`config.mk`:
```
export PLATFORM = sky130hd
export DESIGN_NAME = dac_spi_writer
export DESIGN_NICKNAME = d
export VERILOG_FILES = /design/src/rtl/dac_spi_writer.sv
export SDC_FILE = /design/constraint.sdc
export NUM_CORES = 1
export LEC_CHECK = 0
export BUFFER_PORTS_ARGS = -buffer_cell sky130_fd_sc_hd__buf_2
export CAP_MARGIN = 20
export CORE_UTILIZATION = 35
export CTS_CLUSTER_DIAMETER = 80
export DETAILED_ROUTE_END_ITERATION = 10
export PLACE_DENSITY = 0.63
export SYNTH_ARGS = -nofsm -noshare
export SYNTH_HDL_FRONTEND = slang
export SYNTH_SLANG_ARGS = --single-unit
```
`constraint.sdc`:
```
create_clock -name clk_in -period 2.4 [get_ports clk_in]
set_clock_uncertainty 0.1 [all_clocks]
set_input_delay 0.24 -clock clk_in [delete_from_list [all_inputs] [get_ports clk_in]]
set_output_delay 0.24 -clock clk_in [all_outputs]
set_load 0.05 [all_outputs]
```
`src/rtl/dac_spi_writer.sv`:
```
// Serialises one data word per frame to a SPI DAC: 32-bit frame, MSB first, sclk idles high,
// nsync low for the whole frame. One-deep pending register keeps only the newest word.
module dac_spi_writer #(
    parameter int         W_DATA      = 16,
    parameter logic [3:0] CMD         = 4'h3,
    parameter logic [3:0] CHAN_ADDR   = 4'h0,
    parameter int         HALF_PERIOD = 2,
    parameter int         NSYNC_HIGH  = 2
) (
    input  logic              clk_in,
    input  logic              reset_in,
    input  logic [W_DATA-1:0] data_in,
    input  logic              data_valid_in,
    output logic              dac_sclk_out,
    output logic              dac_din_out,
    output logic              dac_nsync_out,
    output logic              busy_out,
    output logic              done_out,
    output logic              overflow_out
);
    localparam int BIT_CYC = 2 * HALF_PERIOD;
    localparam int PH_W    = $clog2(BIT_CYC);
    localparam int HOLD_W  = (NSYNC_HIGH > 1) ? $clog2(NSYNC_HIGH) : 1;
    localparam logic [PH_W-1:0]   PH_LAST   = PH_W'(BIT_CYC - 1);
    localparam logic [PH_W-1:0]   PH_FALL   = PH_W'(HALF_PERIOD);
    localparam logic [HOLD_W-1:0] HOLD_LAST = HOLD_W'(NSYNC_HIGH - 1);

    typedef enum logic [1:0] {ST_IDLE = 2'd0, ST_SHIFT = 2'd1, ST_HOLD = 2'd2} state_t;

    state_t              state, state_nxt;
    logic [31:0]         shreg;
    logic [4:0]          bit_cnt;
    logic [PH_W-1:0]     ph_cnt;
    logic [HOLD_W-1:0]   hold_cnt;
    logic [W_DATA-1:0]   pend_data;
    logic                pend_vld;
    logic                ovf_q;
    logic                bit_end, frame_end, hold_end;
    logic                launch, capture;
    logic [W_DATA-1:0]   launch_data;

    // Narrow words sit at the top of the 16-bit field with zero-filled LSBs.
    function automatic logic [31:0] make_frame(input logic [W_DATA-1:0] d);
        logic [15:0] f;
        f = '0;
        f[15 -: W_DATA] = d;
        return {4'b0000, CMD, CHAN_ADDR, f, 4'b0000};
    endfunction

    assign bit_end     = (ph_cnt == PH_LAST);
    assign frame_end   = bit_end && (bit_cnt == 5'd31);
    assign hold_end    = (hold_cnt == HOLD_LAST);
    assign launch      = ((state == ST_IDLE) && data_valid_in) ||
                         ((state == ST_HOLD) && hold_end && (data_valid_in || pend_vld));
    assign capture     = data_valid_in &&
                         ((state == ST_SHIFT) || ((state == ST_HOLD) && !hold_end));
    // A fresh strobe always wins over the pending word.
    assign launch_data = data_valid_in ? data_in : pend_data;

    always_ff @(posedge clk_in or negedge reset_in) begin
        if (!reset_in) begin
            state <= ST_IDLE;
        end else begin
            state <= state_nxt;
        end
    end

    always_comb begin
        state_nxt = state;
        unique case (state)
            ST_IDLE:  if (data_valid_in) state_nxt = ST_SHIFT;
            ST_SHIFT: if (frame_end) state_nxt = ST_HOLD;
            ST_HOLD:  if (hold_end) state_nxt = launch ? ST_SHIFT : ST_IDLE;
            default:  state_nxt = ST_IDLE;
        endcase
    end

    always_ff @(posedge clk_in or negedge reset_in) begin
        if (!reset_in) begin
            shreg     <= '0;
            bit_cnt   <= '0;
            ph_cnt    <= '0;
            hold_cnt  <= '0;
            pend_data <= '0;
            pend_vld  <= 1'b0;
            ovf_q     <= 1'b0;
        end else begin
            ovf_q <= 1'b0;
            if (launch) begin
                shreg    <= make_frame(launch_data);
                bit_cnt  <= '0;
                ph_cnt   <= '0;
                pend_vld <= 1'b0;
                ovf_q    <= pend_vld && data_valid_in;
            end else if (state == ST_SHIFT) begin
                hold_cnt <= '0;
                if (bit_end) begin
                    ph_cnt  <= '0;
                    shreg   <= {shreg[30:0], 1'b0};
                    bit_cnt <= bit_cnt + 5'd1;
                end else begin
                    ph_cnt <= ph_cnt + 1'b1;
                end
            end else if (state == ST_HOLD) begin
                hold_cnt <= hold_cnt + 1'b1;
            end
            if (capture) begin
                pend_data <= data_in;
                pend_vld  <= 1'b1;
                ovf_q     <= pend_vld;
            end
        end
    end

    always_comb begin
        dac_nsync_out = 1'b1;
        dac_sclk_out  = 1'b1;
        dac_din_out   = 1'b0;
        if (state == ST_SHIFT) begin
            dac_nsync_out = 1'b0;
            dac_sclk_out  = (ph_cnt < PH_FALL);
            dac_din_out   = shreg[31];
        end
        done_out     = (state == ST_HOLD) && (hold_cnt == '0);
        busy_out     = (state != ST_IDLE) || pend_vld;
        overflow_out = ovf_q;
    end
endmodule

```
==> metrics.md <==
| Metric | Value |
|---|---|
| Type of the most critical hold path | `in2reg` |
| Antenna violations before repair | `0` |
| Number of port buffers | `24` |
| Endpoint arrival time on the critical path | `1.80 ns` |
| NumNets Final | `280` |
| Count of hold-fix buffers inserted at cts | `1` |
| Crit-path slowest cell | `sky130_fd_sc_hd__dfrtp_1` |
| Post-synthesis instance total | `226` |
| Most numerous cell in the Yosys netlist | `sky130_fd_sc_hd__dfrtp_1` |
| Dominant cell type by area after synthesis | `sky130_fd_sc_hd__dfrtp_1` |
| Power density over the cells | `1060 nW/µm²` |
| Post-Synth Adder-Cell Area | `3.22%` |
| Post-synthesis to final-layout area growth | `13.8%` |
| Number of buffers between clock root and the deepest sink | `2` |
| Total routed wire length on the met1 layer | `2280 µm` |
| Sequential element share of the synthesized area | `51.5%` |
| VDD IR-drop max | `0.524 mV` |
| Data required time at the worst endpoint | `2.06 ns` |
| Antenna fix cells | `0` |
| Routability cong. | `0.701` |
| Total setup buffers inserted after CTS | `0` |
| Area share of and/or/nand/nor cells after synthesis | `8.47%` |
| Floorplan core area | `7370 µm²` |
| Maximum number of pins on one net before global-route repair | `32` |
| Leakage component of the power | `0.00145 µW` |
| Highest net fanout along the worst path | `5` |
| Post-layout util | `42.0%` |
| Met3 wire len | `119 µm` |
| Area share of the largest cell type after synthesis | `51.5%` |
| Post-DP HPWL | `3230 µm` |
| Vias in the first global route | `1713` |
| Hold Violations, Final | `0` |
| Length of the first detailed-routing pass in iterations | `4` |
| Final antenna-violating net count | `0` |
| Post-place setup slack | `0.362 ns` |
| Parity-gate share of the synthesized area counting xor and xnor cells | `0.644%` |
| Leftover overflow at the end of global routing | `0` |
| Synthesized cell area | `2720 µm²` |
| Clock period minus worst slack | `2.14 ns` |
| Family with the most delay on the worst path | `buffers and inverters` |
| Post-synthesis area per instance | `12.0 µm²` |
| Number of DRC markers after the initial detailed-route iteration | `118` |
| Synth Net Count | `252` |
| Number of gates given a new drive strength after cts | `0` |
| Setup_tns | `0 ns` |
| H-Tree Depth | `2` |
| Post-synthesis sequential element count | `56` |
| Clock-pin transition on the worst setup and hold timing paths | `0.10 ns` |
| Die Height | `90.1 µm` |
| Peak Freq | `468 MHz` |
| Overall routed net length | `4690 µm` |
| Yosys synthesis warning count | `0` |
| Die width | `90.1 µm` |
| Clk_lat worst skew | `0.30 ns` |
| Count of buffer and inverter cells on the critical path | `3` |
| Endpoint class of the critical path | `primary output` |
| Status | `complete, no violations` |
| Crit start category | `flip-flop` |
| Total Die Area | `8120 µm²` |
| Worst slew margin relative to its limit | `57.0%` |
| Number of enable-type register cells in the synthesized netlist | `0` |
| FFs w/ async S/R, synth | `100%` |
| Post-DR vias/cell | `4.81` |
| Clock root cell | `sky130_fd_sc_hd__clkbuf_8` |
| Actual slew at the worst max-slew pin | `0.645 ns` |
| Number of clock sinks | `56` |
| Wire per inst | `13.2 µm` |
| Share of the clock period used by the worst path | `89.1%` |
| Ports placed on the boundary | `25` |
| Top_reg_cell synth | `sky130_fd_sc_hd__dfrtp_1` |
| Critical Setup Path Class | `reg2out` |
| Total met2 wirelength after detailed routing | `2260 µm` |
| Global Route Usage Sum | `12.4%` |
| Row Count | `31` |
| Share of cell area taken by muxes after synthesis | `26.9%` |
| Fraction of final layout cells with drive strength greater than 1 | `21.2%` |
| Worst setup slack after layout | `0.263 ns` |
| Total setup violations reported at the end of the flow | `0` |
| Commonest cells in the netlist | `sky130_fd_sc_hd__dfrtp_1, sky130_fd_sc_hd__mux2i_1, sky130_fd_sc_hd__nand2_1` |
| Number of fill cells | `726` |
| DRC errors left | `0` |
| Inserted Clock Buffers | `5` |
| Initial cell density of the core | `36.9%` |
| CTS tree | `built` |
| Dominant combinational cell family by area after synthesis | `multiplexers` |
| Top post-synthesis cells by area | `sky130_fd_sc_hd__dfrtp_1, sky130_fd_sc_hd__mux2i_1, sky130_fd_sc_hd__mux2_4` |
| RSZ-0062 raised after global routing | `false` |
| Stage delay of the slowest cell on the critical path | `0.42 ns` |
| Reported max-cap violation count | `0` |
| Critical path cell sequence | `inv_1 -> ha_1 -> nor2b_1 -> buf_4 -> buf_2` |
| Wire length of the first global-routing pass | `8180 µm` |
| Highest metal layer with signal wires | `met4` |
| Compound-Gate Fraction of Synth Area | `5.52%` |
| Number of max-slew violations in the final report | `0` |
| Via total after detailed routing | `1702` |
| Instance area at placement | `2970 µm²` |
| Final Instance Area | `3090 µm²` |
| Post-synthesis cell type count | `32` |
## path summary, 6_finish.rpt
check                                   from           end  slack (ns)  cells past startpoint
worst min-delay path              data_in[4]  pend_data[4]        0.06                      2
worst min register to register  pend_data[0]  pend_data[0]        0.40                      1
worst max register to register      state[1]     shreg[12]        0.36                      6
worst max-delay path                state[0]      done_out        0.26                      5
min in group asynchronous           reset_in     ph_cnt[0]        0.38                      2
max in group asynchronous           reset_in  pend_data[8]        1.23                      3
## worst reg2reg max path, stage by stage (launching register included)
cell,delay [ns]
sky130_fd_sc_hd__dfrtp_1,0.42
sky130_fd_sc_hd__inv_1,0.10
sky130_fd_sc_hd__ha_1,0.49
sky130_fd_sc_hd__nand2_1,0.28
sky130_fd_sc_hd__buf_4,0.27
sky130_fd_sc_hd__mux2i_1,0.18
sky130_fd_sc_hd__mux2i_1,0.09
## registers in the layout, summed over array words and instances (netlist names)
register      count
overflow_out      1
shreg            28
state             2
bit_cnt           5
pend_vld          1
pend_data        16
hold_cnt          1
ph_cnt            2
## logic make-up (layout without fill, tap and decap cells)
kind of cell,after synthesis,after routing
AOI/OAI and AO/OA,23,23
xor gates and xnor gates,2,2
adders and majority gates,7,7
buffers and inverters,18,47
DFF,56,56
muxes,67,67
and+or+nand+nor,53,53
## layout by cell type, fill, tap and decap left out, drive strengths merged, types with 2 or more instances in the layout
cell | netlist | routed
o21ai | 3 | 3
clkbuf | 3 | 5
buf | 10 | 33
nor2 | 5 | 5
a21oi | 15 | 15
nor2b | 2 | 2
inv | 5 | 5
dfrtp | 56 | 56
nand2 | 34 | 34
mux2 | 18 | 18
nand4 | 2 | 2
ha | 7 | 7
nand3 | 3 | 3
mux2i | 49 | 49
and2 | 2 | 2
## report_power, final
group          total [µW]  leakage (µW)  internal [µW]  switching, µW
logic                1150      0.000708            566            581
clock network         612     0.0000541            309            303
registers            1530      0.000688           1310            213
## area by class of cell
type | count | area, µm² | area share [%]
sequential | 56 | 1400 | 45.3
multi-input combinational | 152 | 1220 | 39.3
timing repair buffer | 34 | 223 | 7.20
tap | 99 | 124 | 4.00
clock buffer | 5 | 68.8 | 2.22
clock inverter | 3 | 42.5 | 1.37
inverter | 5 | 18.8 | 0.607
## layer usage
| metal | GRT usage [%] | vias to the layer above |
|---|---|---|
| met5 | 0 | - |
| met4 | 3.23 | 0 |
| met3 | 2.62 | 4 |
| met2 | 20.5 | 22 |
| met1 | 16.5 | 841 |
| li1 | - | 835 |
## through the flow
| step | hold WS, ns | power [µW] | instances |
|---|---|---|---|
| floorplan | -0.156 | 2430 | 226 |
| global placement | 0.199 | 2670 | 345 |
| detailed placement | 0.206 | 2710 | 345 |
| CTS | 0.0450 | 3330 | 354 |
| global route | 0.0366 | 3520 | 354 |
| finish | 0.0566 | 3280 | 354 |
No activity file was read; power rests on OpenSTA's default activity.
